--- src/rtl/ar_shifter.sv ---
// ---------------------------------------------------------------------------
// ar_shifter
//
// Accumulator register with a serial multi-bit shifter. Words hold WIDTH
// bits. Bit 0 is the MSB and the sign bit. A LOAD captures the ALU result.
// A SHIFT starts a sequence of COUNT single-bit shifts, one per clock.
// CLEAR zeroes the register and cancels any sequence in progress.
//
// Ports
//   clk     : clock; all state changes on its rising edge
//   CROBAR  : synchronous active-high reset
//   AD      : [0:WIDTH-1] adder result from the ALU slice chain
//   AD_CRY  : carry out of the most significant ALU slice
//   OP      : [0:1] command: 00 HOLD, 01 LOAD, 10 SHIFT, 11 CLEAR
//   DIR     : shift direction: 0 left (toward bit 0), 1 right
//   ARITH   : right-shift fill: 1 sign fill, 0 zero fill
//   COUNT   : [0:5] shift count, 0..63 (no clamping to WIDTH)
//   AR      : [0:WIDTH-1] register contents
//   LINK    : latched carry, or the last bit shifted out
//   BUSY    : high while a shift sequence runs
//   DONE    : one-cycle pulse after the final shift of a sequence
// ---------------------------------------------------------------------------
module ar_shifter #(
    parameter int WIDTH = 36
) (
    input  logic             clk,
    input  logic             CROBAR,
    input  logic [0:WIDTH-1] AD,
    input  logic             AD_CRY,
    input  logic [0:1]       OP,
    input  logic             DIR,
    input  logic             ARITH,
    input  logic [0:5]       COUNT,
    output logic [0:WIDTH-1] AR,
    output logic             LINK,
    output logic             BUSY,
    output logic             DONE
);

    localparam logic [1:0] OP_HOLD  = 2'b00;
    localparam logic [1:0] OP_LOAD  = 2'b01;
    localparam logic [1:0] OP_SHIFT = 2'b10;
    localparam logic [1:0] OP_CLEAR = 2'b11;

    typedef enum logic [1:0] {
        S_IDLE  = 2'd0,
        S_SHIFT = 2'd1,
        S_FIN   = 2'd2
    } state_t;

    state_t           state_q, state_d;
    logic [0:WIDTH-1] ar_q, ar_d;
    logic             link_q, link_d;
    logic [5:0]       cnt_q, cnt_d;
    logic             dir_q, dir_d;
    logic             arith_q, arith_d;

    // One-bit shifted copies of the register. They are built per bit so the
    // end cells (the zero fill on the left and the sign/zero fill on the
    // right) are explicit.
    logic [0:WIDTH-1] shl;
    logic [0:WIDTH-1] shr;

    genvar gi;
    generate
        for (gi = 0; gi < WIDTH; gi++) begin : g_shift
            if (gi == WIDTH - 1) begin : g_shl_end
                assign shl[gi] = 1'b0;
            end else begin : g_shl_mid
                assign shl[gi] = ar_q[gi+1];
            end
            if (gi == 0) begin : g_shr_end
                // Sign fill re-inserts the current sign bit.
                assign shr[gi] = arith_q & ar_q[0];
            end else begin : g_shr_mid
                assign shr[gi] = ar_q[gi-1];
            end
        end
    endgenerate

    always_comb begin
        state_d = state_q;
        ar_d    = ar_q;
        link_d  = link_q;
        cnt_d   = cnt_q;
        dir_d   = dir_q;
        arith_d = arith_q;

        if (OP == OP_CLEAR) begin
            // Aborting goes straight to IDLE, so no DONE pulse is produced.
            ar_d    = '0;
            link_d  = 1'b0;
            cnt_d   = '0;
            state_d = S_IDLE;
        end else begin
            case (state_q)
                S_SHIFT: begin
                    // Other commands and operand inputs are ignored here.
                    if (dir_q) begin
                        link_d = ar_q[WIDTH-1];
                        ar_d   = shr;
                    end else begin
                        link_d = ar_q[0];
                        ar_d   = shl;
                    end
                    cnt_d   = cnt_q - 6'd1;
                    state_d = (cnt_q == 6'd1) ? S_FIN : S_SHIFT;
                end
                default: begin
                    // IDLE and FIN accept commands in the same way. Accepting
                    // them in FIN gives back-to-back sequences.
                    state_d = S_IDLE;
                    case (OP)
                        OP_LOAD: begin
                            ar_d   = AD;
                            link_d = AD_CRY;
                        end
                        OP_SHIFT: begin
                            dir_d   = DIR;
                            arith_d = ARITH;
                            cnt_d   = COUNT;
                            state_d = (COUNT != 6'd0) ? S_SHIFT : S_FIN;
                        end
                        OP_HOLD: ;
                        default: ;
                    endcase
                end
            endcase
        end
    end

    always_ff @(posedge clk) begin
        if (CROBAR) begin
            state_q <= S_IDLE;
            ar_q    <= '0;
            link_q  <= 1'b0;
            cnt_q   <= '0;
            dir_q   <= 1'b0;
            arith_q <= 1'b0;
        end else begin
            state_q <= state_d;
            ar_q    <= ar_d;
            link_q  <= link_d;
            cnt_q   <= cnt_d;
            dir_q   <= dir_d;
            arith_q <= arith_d;
        end
    end

    // Every output comes from a flop or is decoded from the state flops.
    assign AR   = ar_q;
    assign LINK = link_q;
    assign BUSY = (state_q == S_SHIFT);
    assign DONE = (state_q == S_FIN);

endmodule

--- config.mk ---
export PLATFORM = sky130hd
export DESIGN_NAME = ar_shifter
export DESIGN_NICKNAME = d
export VERILOG_FILES = /design/src/rtl/ar_shifter.sv
export SDC_FILE = /design/constraint.sdc
export NUM_CORES = 1
export LEC_CHECK = 0
export ABC_AREA = 1
export CORE_UTILIZATION = 40
export CTS_BUF_LIST = sky130_fd_sc_hd__clkbuf_8
export DETAILED_ROUTE_END_ITERATION = 8
export PLACE_DENSITY = 0.72
export SLEW_MARGIN = 40
export SYNTH_ARGS = -nofsm -noshare
export SYNTH_HDL_FRONTEND = slang
export SYNTH_SLANG_ARGS = --single-unit
--- constraint.sdc ---
create_clock -name clk -period 1.75 [get_ports clk]
set_input_delay 0.175 -clock clk [delete_from_list [all_inputs] [get_ports clk]]
set_output_delay 0.175 -clock clk [all_outputs]
set_load 0.02 [all_outputs]
After elaboration in Yosys (flattened, before gate mapping)
Index checks and enable logic that the tools add are counted.

storage, ports and cells
  bits in registers = 47
  input port bits = 49
  output and inout port bits = 39
  logic and storage cells = 33

cells by class
  add/subtract/negate cells = 1
  eq/ne operators = 6
  muxes and demuxes = 12
  bitwise operators = 3
  reductions and logical operators = 5

operators with widths
  cell                                                                   count
  36-bit 2-to-1 mux                                                      3
  6-bit 2-to-1 mux                                                       2
  2-bit 2-to-1 mux                                                       4
  2-bit equality test, second input constant                             3
  6-bit by 1-bit equality test with 1-bit output, second input constant  1
  6-bit nonzero test                                                     1
  6-bit by 1-bit subtractor with 6-bit output, second input constant     1
  2-bit by 1-bit equality test with 1-bit output, second input constant  2
  2-bit nonzero test                                                     2
  1-bit 2-to-1 mux                                                       3
  3-bit AND reduction                                                    1
  1-bit inverter                                                         2
  2-bit OR reduction                                                     1
  1-bit AND                                                              1

Logic depth before layout (Yosys ltp)
Gate-level depths: netlist of run 1.

  depth after elaboration = 4
  gate-level depth with buffers = 8
  mapped depth without buffers = 8

Worst setup path before layout of run 1
OpenSTA, ideal clock, no wires.

  kind = reg-to-reg
  start point = reg cnt_q[0]
  end point = reg cnt_q[2]
  setup time = 0.109 ns
  data arrival time = 1.026 ns
  data required time = 1.641 ns
  setup slack = 0.615 ns
  stages on the path, launching flop included = 9
  path buffers = 0
  clock period less this slack = 1.135 ns
  cells stage by stage = dfxtp_1 -> inv_1 -> ha_1 -> inv_1 -> nor2_1 -> o21ai_0 -> o211ai_1 -> nand2_1 -> inv_1

between the ends
  cells in the longest elaborated chain, start to end = 2

RTL lines
  element                                      RTL line  source
  start, declared                              54        logic [5:0] cnt_q, cnt_d;
  start signal, assigned                       144       cnt_q <= cnt_d;
  6-bit by 1-bit subtractor with 6-bit output  106       cnt_d = cnt_q - 6'd1;
  6-bit 2-to-1 mux                             96        case (state_q)

Every way passes these cells.
A chain may end at the register's enable or synchronous reset.

Final worst setup path of run 1
  start point = reg state_q[1]
  end point = out DONE

between the ends
  cells in the longest elaborated chain, start to end = 1

RTL lines
  element                 RTL line  source
  start, declared         51        state_t state_q, state_d;
  start signal, assigned  141       state_q <= state_d;
  2-bit equality test     154       assign DONE = (state_q == S_FIN);
  end, declared           37        output logic DONE

Every way passes these cells.

==> results of run 1 <==
==> final cells by class <==
cell class,count,area share [%]
clock buffers,5,1.96
clock inverters,3,0.571
inverters,37,3.96
multi-input cells,255,36.4
flip-flops and latches,47,26.8
well taps,75,2.67
repair buffers,95,27.6
==> power by group through the flow <==
stage                     Sequential [mW]  Clock, mW  Combinational, mW
after floorplan                      1.30          0              0.306
after global placement               1.24          0              0.684
after detailed placement             1.24          0              0.691
after CTS                            1.21      0.682              0.695
after global routing                 1.23      0.727              0.764
final                                1.22      0.671              0.693
==> sequential cells by signal, summed over array words and instances (netlist names) <==
| signal | count |
|---|---|
| AR | 36 |
| LINK | 1 |
| arith_q | 1 |
| cnt_q | 6 |
| dir_q | 1 |
| state_q | 2 |
==> metrics by stage <==
| step | power (mW) | worst slack, ps | cell area, um^2 |
|---|---|---|---|
| detailed placement | 1.93 | 225 | 3420 |
| global placement | 1.92 | 216 | 3420 |
| CTS | 2.59 | 131 | 3510 |
| global route | 2.72 | 75.8 | 3510 |
| floorplan | 1.61 | 615 | 2510 |
| finish | 2.58 | 147 | 3510 |
==> cell usage in the layout, fill, tap and decap left out, types with 2 or more instances in the layout <==
| master | instances |
|---|---|
| buf_12 | 3 |
| buf_4 | 5 |
| o211ai_1 | 5 |
| o21ai_0 | 108 |
| nor2_4 | 2 |
| nor2_1 | 15 |
| inv_2 | 4 |
| clkdlybuf4s50_1 | 87 |
| ha_1 | 2 |
| a21oi_1 | 74 |
| nand3_1 | 15 |
| clkbuf_8 | 5 |
| inv_1 | 33 |
| dfxtp_1 | 47 |
| nand2_1 | 28 |
| clkinvlp_4 | 2 |
==> per-layer routing <==
layer | track usage (%) | wire length, um | up-vias
met2 | 34.1 | 3080 | 88
li1 | - | - | 1405
met4 | 7.14 | 95 | 0
met3 | 4.16 | 446 | 9
met5 | 0 | 0 | -
met1 | 31.0 | 3370 | 1276
==> kinds of logic after synthesis <==
family,Yosys count
compound gates,189
fa+ha+maj,2
buf+inv,64
flops,47
simple gates,64
==> worst max-delay path: stages, from the launching register on <==
cell and delay [ps]:
dfxtp_1 390, inv_2 60, nor2_1 80, clkdlybuf4s50_1 600
==> worst paths after layout <==
kind                          end  slack (ps)  depth (start not counted)
max                          DONE         150                          3
max reg2reg   AR[17]$_SDFFE_PP0P_         430                          5
min reg2reg  arith_q$_SDFFE_PP0P_         490                          2
min          arith_q$_SDFFE_PP0P_         460                          3
==> qor.yml, run 1 <==
drv_slew: 0
drc: 0
die_height_um: 81.2
worstMarginPinSlew_ps: 549
ys_ff_latch: 47
fin_util_pct: 58.6
syn_to_final_growth_pct: 39.9
synth_warnings: 0
dr.first_iter.drc_count: 186
start_kind: "flip-flop"
hold_path.class: "primary input to flip-flop"
crit_path_end_kind: "output port"
hold_violations: 0
relSlewSlack_pct: 63.4
clockPowerShare_pct: 26.0
routed_via_density: 5.37
clockRootBuffer: "clkbuf_8"
ys_async_sr_fraction_pct: 0
wire_per_inst_um: 13.5
whs_ps: 456
dpl.cell_count: 509
drive_gt1_share_pct: 5.66
ctsHoldBuffers: 0
grt_overflow: 0
synth-edff-count: 0
swShare_pct: 32.2
syn_nets: 417
ir_worst_vdd_mv: 0.412
post-cts-setup-buffer-count: 0
synth_top_family_by_area: "compound AO/OA/AOI/OAI gates"
hpwl_um: 4590
synth_flop_cell: "dfxtp_1"
crit_required_ps: 1570
synth_area_leaders: "dfxtp_1 38%, o21ai_0 22%, a21oi_1 15%"
port_buffers: 87
n_fill_cell: 563
tritoncts: "built"
firstDrtPassIters: 4
synthXorXnorAreaFrac_pct: 0
numClockSinks: 47
cts.clk_slew.worst_paths_ps: 90
nets: 492
dieWidth_um: 81.2
p_leak_nw: 1.29
status: "completed"
ant_nets: 0
synth_mux_area_share_pct: 0
dieArea_um2: 6590
grt_pass1_wl_um: 11400
synth_top_cell_area_share_pct: 37.5
cp-startpoint: "state_q[1]$_SDFF_PP0_"
syn_avg_cell_area_um2: 6.85
synth_fa_ha_area_share_pct: 0.998
syn_inst: 366
htreeDepth: 2
switchingPower_mw: 0.831
netlist_top_cells_count: "108 x o21ai_0, 74 x a21oi_1, 47 x dfxtp_1"
antenna_found_initial: 0
register_area_um2: 941
rsz0062_at_grt: "no"
report.final.setup_viol: 0
critPathArrivalTime_ps: 1430
p_int_mw: 1.75
yosysTopAreaCell: "dfxtp_1"
synthesis.area_um2: 2510
rows: 28
synth_cell_type_count: 22
grt.total_usage_pct: 22.2
via_count: 2778
gp_congestion: 0.823
yosysMostFrequentCell: "o21ai_0"
fin_skew_ps: 11.0
rr_startpoint: "state_q[1]$_SDFF_PP0_"
start_util_pct: 41.9
maxCapViolations: 0
clock_latency_ps: 310
numCtsBuffers: 5
first_global_vias: 2454
worstHoldStart: "ARITH"
io_pins: 88
cts.path.max_buffers: 2
p_per_area_nw_per_um2: 736
synth_compound_area_share_pct: 38.5
grt_max_degree: 42
fmax_ghz: 0.624
worstSetupPathType: "flip-flop to output port"
p_seq_share_pct: 47.1
coreArea_um2: 5990
multi_input_area_um2: 1280
diodes: 0
cts_resized: 0
fin_cells: 517
ys_seq_area_share_pct: 37.5
min_period_over_period_pct: 91.6
min_period_ps: 1600
p_comb_share_pct: 26.8
critPathMaxFanout: 2
tns_ps: 0
synthSimpleGateAreaFrac_pct: 11.5
drt-total-wl_um: 6990
No activity file was read; power rests on OpenSTA's default activity.
==> run 2: changes to the inputs <==
--- a/config.mk
+++ b/config.mk
@@ -9,6 +9,7 @@
 export CORE_UTILIZATION = 40
 export CTS_BUF_LIST = sky130_fd_sc_hd__clkbuf_8
 export DETAILED_ROUTE_END_ITERATION = 8
+export MAX_ROUTING_LAYER = met4
 export PLACE_DENSITY = 0.72
 export SLEW_MARGIN = 40
 export SYNTH_ARGS = -nofsm -noshare
==> qor.yml, run 2 (synthesis gave the netlist of run 1 again) <==
status: "completed"  # unchanged
p_per_area_nw_per_um2: 736  # about the same
min_period_ps: 1610  # was 1600 ps
final_cell_area_um2: 3510  # unchanged
grt.total_usage_pct: 22.8  # was 22.2%
coreArea_um2: 5990  # unchanged
routed_via_density: 5.38  # was 5.37
fin_cells: 517  # unchanged
tns_ps: 0  # unchanged
path_cells: "inv_2, nor2_1, clkdlybuf4s50_1"  # unchanged
gp_congestion: 0.836  # was 0.823
drc: 0  # unchanged
worstMarginPinSlew_ps: 545  # was 549 ps
dr.first_iter.drc_count: 181  # was 186
dieWidth_um: 81.2  # unchanged
via_count: 2779  # was 2778
cts.clk_slew.worst_paths_ps: 90  # about the same
cts.path.max_buffers: 2  # unchanged
power.total_mw: 2.58  # about the same
post-cts-setup-buffer-count: 0  # unchanged
hpwl_um: 4590  # unchanged
syn_to_final_growth_pct: 39.9  # unchanged
wire_per_inst_um: 13.4  # was 13.5 um
fin_util_pct: 58.6  # unchanged
hold_violations: 0  # unchanged
rows: 28  # unchanged
dpl.cell_count: 509  # unchanged
grt_overflow: 0  # unchanged
whs_ps: 456  # about the same
largest_reg_flops: 36  # unchanged
worstSetupPathType: "flip-flop to output port"  # unchanged
antenna_found_initial: 0  # unchanged
min_period_over_period_pct: 91.8  # was 91.6%
grt_pass1_wl_um: 11400  # unchanged
numClockSinks: 47  # unchanged
dieArea_um2: 6590  # unchanged
relSlewSlack_pct: 63.6  # was 63.4%
ant_nets: 0  # unchanged
maxCapViolations: 0  # unchanged
nets: 492  # unchanged
fin_skew_ps: 12.3  # was 11.0 ps
rr_startpoint: "state_q[1]$_SDFF_PP0_"  # unchanged
fmax_ghz: 0.622  # was 0.624 GHz
ctsHoldBuffers: 0  # unchanged
start_kind: "flip-flop"  # unchanged
critPathCapture: "DONE"  # unchanged
firstDrtPassIters: 4  # unchanged
drv_slew: 0  # unchanged
drive_gt1_share_pct: 5.66  # unchanged
diodes: 0  # unchanged
critPathMaxFanout: 2  # unchanged
max_stage_delay_ps: 600  # about the same
die_height_um: 81.2  # unchanged
report.final.setup_viol: 0  # unchanged
crit_path_end_kind: "output port"  # unchanged
grt_max_degree: 42  # unchanged
rsz0062_at_grt: "no"  # unchanged
p_leak_nw: 1.29  # unchanged
worst_slack_ps: 143  # was 147 ps
first_global_vias: 2451  # was 2454
crit_required_ps: 1570  # about the same
layout_common_cells: "108 x o21ai_0, 87 x clkdlybuf4s50_1, 74 x a21oi_1"  # unchanged
clock_latency_ps: 310  # about the same
layout_commonest_cell: "o21ai_0"  # unchanged
r2r_setup_slack_ps: 420  # was 430 ps
clockRootBuffer: "clkbuf_8"  # unchanged
worstReg2RegEnd: "AR[26]$_SDFFE_PP0P_"  # was AR[17]$_SDFFE_PP0P_
start_util_pct: 41.9  # unchanged
htreeDepth: 2  # unchanged
critPathArrivalTime_ps: 1430  # about the same
ir_worst_vdd_mv: 0.415  # was 0.412 mV
numCtsBuffers: 5  # unchanged
tritoncts: "built"  # unchanged
worstRegToRegCells: 5  # unchanged
hold_path.class: "primary input to flip-flop"  # unchanged
cp_slowest_cell: "clkdlybuf4s50_1"  # unchanged
cts_resized: 0  # unchanged
port_buffers: 87  # unchanged
io_pins: 88  # unchanged
post-place-ws_ps: 225  # unchanged
dpl_cell_area_um2: 3420  # unchanged
drt-total-wl_um: 6930  # was 6990 um
cp-startpoint: "state_q[1]$_SDFF_PP0_"  # unchanged
-- run 2: cell counts in the layout (fill, tap and decap cells not counted) --
No cell type changed its count.
-- run 2: layout make-up --
cell class	instances	area (um^2)
clock buffer	5	68.8
clock inverter	3	20.0
fill	563	2480
inverter	37	139
multi-input combinational	255	1280
sequential	47	941
tap	75	93.8
timing repair buffer	95	968
-- run 2: where the power goes --
part | leakage, nW | total (mW) | internal (mW) | switching [mW]
registers | 0.386 | 1.22 | 1.15 | 0.0687
logic | 0.867 | 0.692 | 0.323 | 0.369
clock network | 0.0402 | 0.674 | 0.279 | 0.395
-- run 2: worst min-delay path by stage --
stage,startpoint,to,slack [ps],depth (start not counted)
floorplan,CROBAR,arith_q$_SDFFE_PP0P_,240,1
global placement,arith_q$_SDFFE_PP0P_,arith_q$_SDFFE_PP0P_,470,2
detailed placement,arith_q$_SDFFE_PP0P_,arith_q$_SDFFE_PP0P_,470,2
CTS,ARITH,arith_q$_SDFFE_PP0P_,460,3
global route,ARITH,arith_q$_SDFFE_PP0P_,480,3
finish,ARITH,arith_q$_SDFFE_PP0P_,460,3
-- run 2: routing by layer --
layer	global-route usage [%]	up-vias	share of wire, %
li1	-	1406	-
met1	31.4	1272	48
met2	33.9	92	45
met3	3.71	9	5.8
met4	7.14	0	1.3
met5	-	-	0
-- run 2: critical path: cells and delay by family (launching register included) --
kind                   cells  cell delay [ps]
flip-flops                 1              390
buffers and inverters      2              660
AND/OR/NAND/NOR            1               80
==> run 3: changes to the inputs <==
--- a/config.mk
+++ b/config.mk
@@ -6,6 +6,7 @@
 export NUM_CORES = 1
 export LEC_CHECK = 0
 export ABC_AREA = 1
+export CORE_MARGIN = 2
 export CORE_UTILIZATION = 40
 export CTS_BUF_LIST = sky130_fd_sc_hd__clkbuf_8
 export DETAILED_ROUTE_END_ITERATION = 8
==> qor.yml, run 3 (synthesis gave the netlist of run 1 again) <==
cts.path.max_buffers: 2  # unchanged
via_count: 2727  # was 2779
drv_slew: 0  # unchanged
fin_cells: 515  # was 517
drt-total-wl_um: 7030  # was 6930 um
critPathArrivalTime_ps: 1440  # was 1430 ps
dieWidth_um: 83.2  # was 81.2 um
antenna_found_initial: 0  # unchanged
cp_slowest_cell: "clkdlybuf4s50_1"  # unchanged
swShare_pct: 29.2  # was 32.2%
dr.first_iter.drc_count: 146  # was 181
htreeDepth: 2  # unchanged
p_leak_nw: 1.31  # was 1.29 nW
rsz0062_at_grt: "no"  # unchanged
fin_skew_ps: 5.41  # was 12.3 ps
syn_to_final_growth_pct: 40.9  # was 39.9%
grt_max_degree: 70  # was 42
status: "completed"  # unchanged
rr_startpoint: "state_q[1]$_SDFF_PP0_"  # unchanged
largest_reg_flops: 36  # unchanged
worstHoldEndpoint: "arith_q$_SDFFE_PP0P_"  # unchanged
r2r_setup_slack_ps: 440  # was 420 ps
max_stage_delay_ps: 610  # was 600 ps
holdPathStages: 3  # unchanged
hold_violations: 0  # unchanged
power.total_mw: 2.73  # was 2.58 mW
crit_required_ps: 1570  # about the same
fin_util_pct: 59.0  # was 58.6%
worstHoldStart: "ARITH"  # unchanged
p_seq_share_pct: 44.5  # was 47.1%
p_comb_share_pct: 25.4  # was 26.8%
start_kind: "flip-flop"  # unchanged
firstDrtPassIters: 5  # was 4
cp-startpoint: "state_q[0]$_SDFF_PP0_"  # was state_q[1]$_SDFF_PP0_
min_period_ps: 1610  # about the same
min_period_over_period_pct: 92.2  # was 91.8%
path_cells: "inv_2, nor2_4, clkdlybuf4s50_1"  # was inv_2, nor2_1, clkdlybuf4s50_1
hold_path.class: "primary input to flip-flop"  # unchanged
drc: 0  # unchanged
clockPowerShare_pct: 30.1  # was 26.1%
p_per_area_nw_per_um2: 773  # was 736 nW/um^2
ant_nets: 0  # unchanged
dieArea_um2: 6920  # was 6590 um^2
critPathMaxFanout: 3  # was 2
layout_common_cells: "108 x o21ai_0, 87 x clkdlybuf4s50_1, 74 x a21oi_1"  # unchanged
wire_per_inst_um: 13.7  # was 13.4 um
ir_worst_vdd_mv: 0.528  # was 0.415 mV
diodes: 0  # unchanged
tns_ps: 0  # unchanged
nets: 490  # was 492
post-cts-setup-buffer-count: 0  # unchanged
gp_congestion: 0.867  # was 0.836
fmax_ghz: 0.620  # was 0.622 GHz
die_height_um: 83.2  # was 81.2 um
clockRootBuffer: "clkbuf_8"  # unchanged
switchingPower_mw: 0.798  # was 0.833 mW
grt_pass1_wl_um: 11700  # was 11400 um
worstRegToRegCells: 8  # was 5
worstReg2RegEnd: "AR[1]$_SDFFE_PP0P_"  # was AR[26]$_SDFFE_PP0P_
cts.clk_slew.worst_paths_ps: 80  # was 90 ps
crit_path_end_kind: "output port"  # unchanged
numClockSinks: 47  # unchanged
port_buffers: 87  # unchanged
rows: 28  # unchanged
worstMarginPinSlew_ps: 555  # was 545 ps
relSlewSlack_pct: 62.9  # was 63.6%
io_pins: 88  # unchanged
dpl.cell_count: 507  # was 509
p_int_mw: 1.93  # was 1.75 mW
hpwl_um: 4630  # was 4590 um
first_global_vias: 2503  # was 2451
tritoncts: "built"  # unchanged
maxCapViolations: 0  # unchanged
cts_resized: 0  # unchanged
drive_gt1_share_pct: 5.23  # was 5.66%
start_util_pct: 41.9  # unchanged
numCtsBuffers: 5  # unchanged
clock_latency_ps: 300  # was 310 ps
coreArea_um2: 5990  # unchanged
grt_overflow: 0  # unchanged
routed_via_density: 5.30  # was 5.38
ctsHoldBuffers: 0  # unchanged
grt.total_usage_pct: 20.7  # was 22.8%
layout_commonest_cell: "o21ai_0"  # unchanged
worstSetupPathType: "flip-flop to output port"  # unchanged
report.final.setup_viol: 0  # unchanged
==> run 3: cell types whose count changed in the layout (fill, tap and decap cells not counted), sizes merged <==
cell,change
buf,-2
clkinvlp,-2
bufinv,+1
clkbuf,+1
==> run 3: layer usage <==
metal / global-route usage (%) / wire length, um / vias up
li1: - / - / 1400
met1: 28.3 / 3330 / 1231
met2: 31.2 / 3210 / 89
met3: 3.78 / 402 / 7
met4: 6.26 / 87 / 0
met5: - / 0 / -
==> run 3: how the worst max path moves through the flow <==
| stage | to | depth (start not counted) |
|---|---|---|
| floorplan | cnt_q[2]$_SDFFE_PP0P_ | 8 |
| global placement | AR[1]$_SDFFE_PP0P_ | 9 |
| detailed placement | state_q[0]$_SDFF_PP0_ | 5 |
| CTS | BUSY | 3 |
| global route | BUSY | 3 |
| finish | BUSY | 3 |
==> run 3: power by group through the flow <==
stage / logic, mW / clock network [mW] / registers [mW]
after floorplan: 0.306 / 0 / 1.30
after global placement: 0.685 / 0 / 1.24
after detailed placement: 0.691 / 0 / 1.24
after CTS: 0.696 / 0.839 / 1.22
after global routing: 0.763 / 0.890 / 1.23
final: 0.693 / 0.822 / 1.22
==> run 3: stage by stage <==
step / instance area (um^2) / hold WS [ps] / worst slack, ps
finish: 3530 / 450 / 137
floorplan: 2510 / 244 / 615
CTS: 3530 / 452 / 112
detailed placement: 3420 / 469 / 175
global route: 3530 / 494 / 82.9
global placement: 3420 / 461 / 213
==> run 3: final cells by class <==
type / count / area (um^2)
timing repair buffer: 93 / 966
fill: 560 / 2460
clock inverter: 2 / 35.0
sequential: 47 / 941
clock buffer: 6 / 82.6
inverter: 37 / 139
tap: 75 / 93.8
multi-input combinational: 255 / 1280
==> run 3: worst max-delay path, delay by kind of cell, from the launching register on <==
family,cells,cell delay (ps)
flops,1,390
simple gates,1,80
buf+inv,2,670
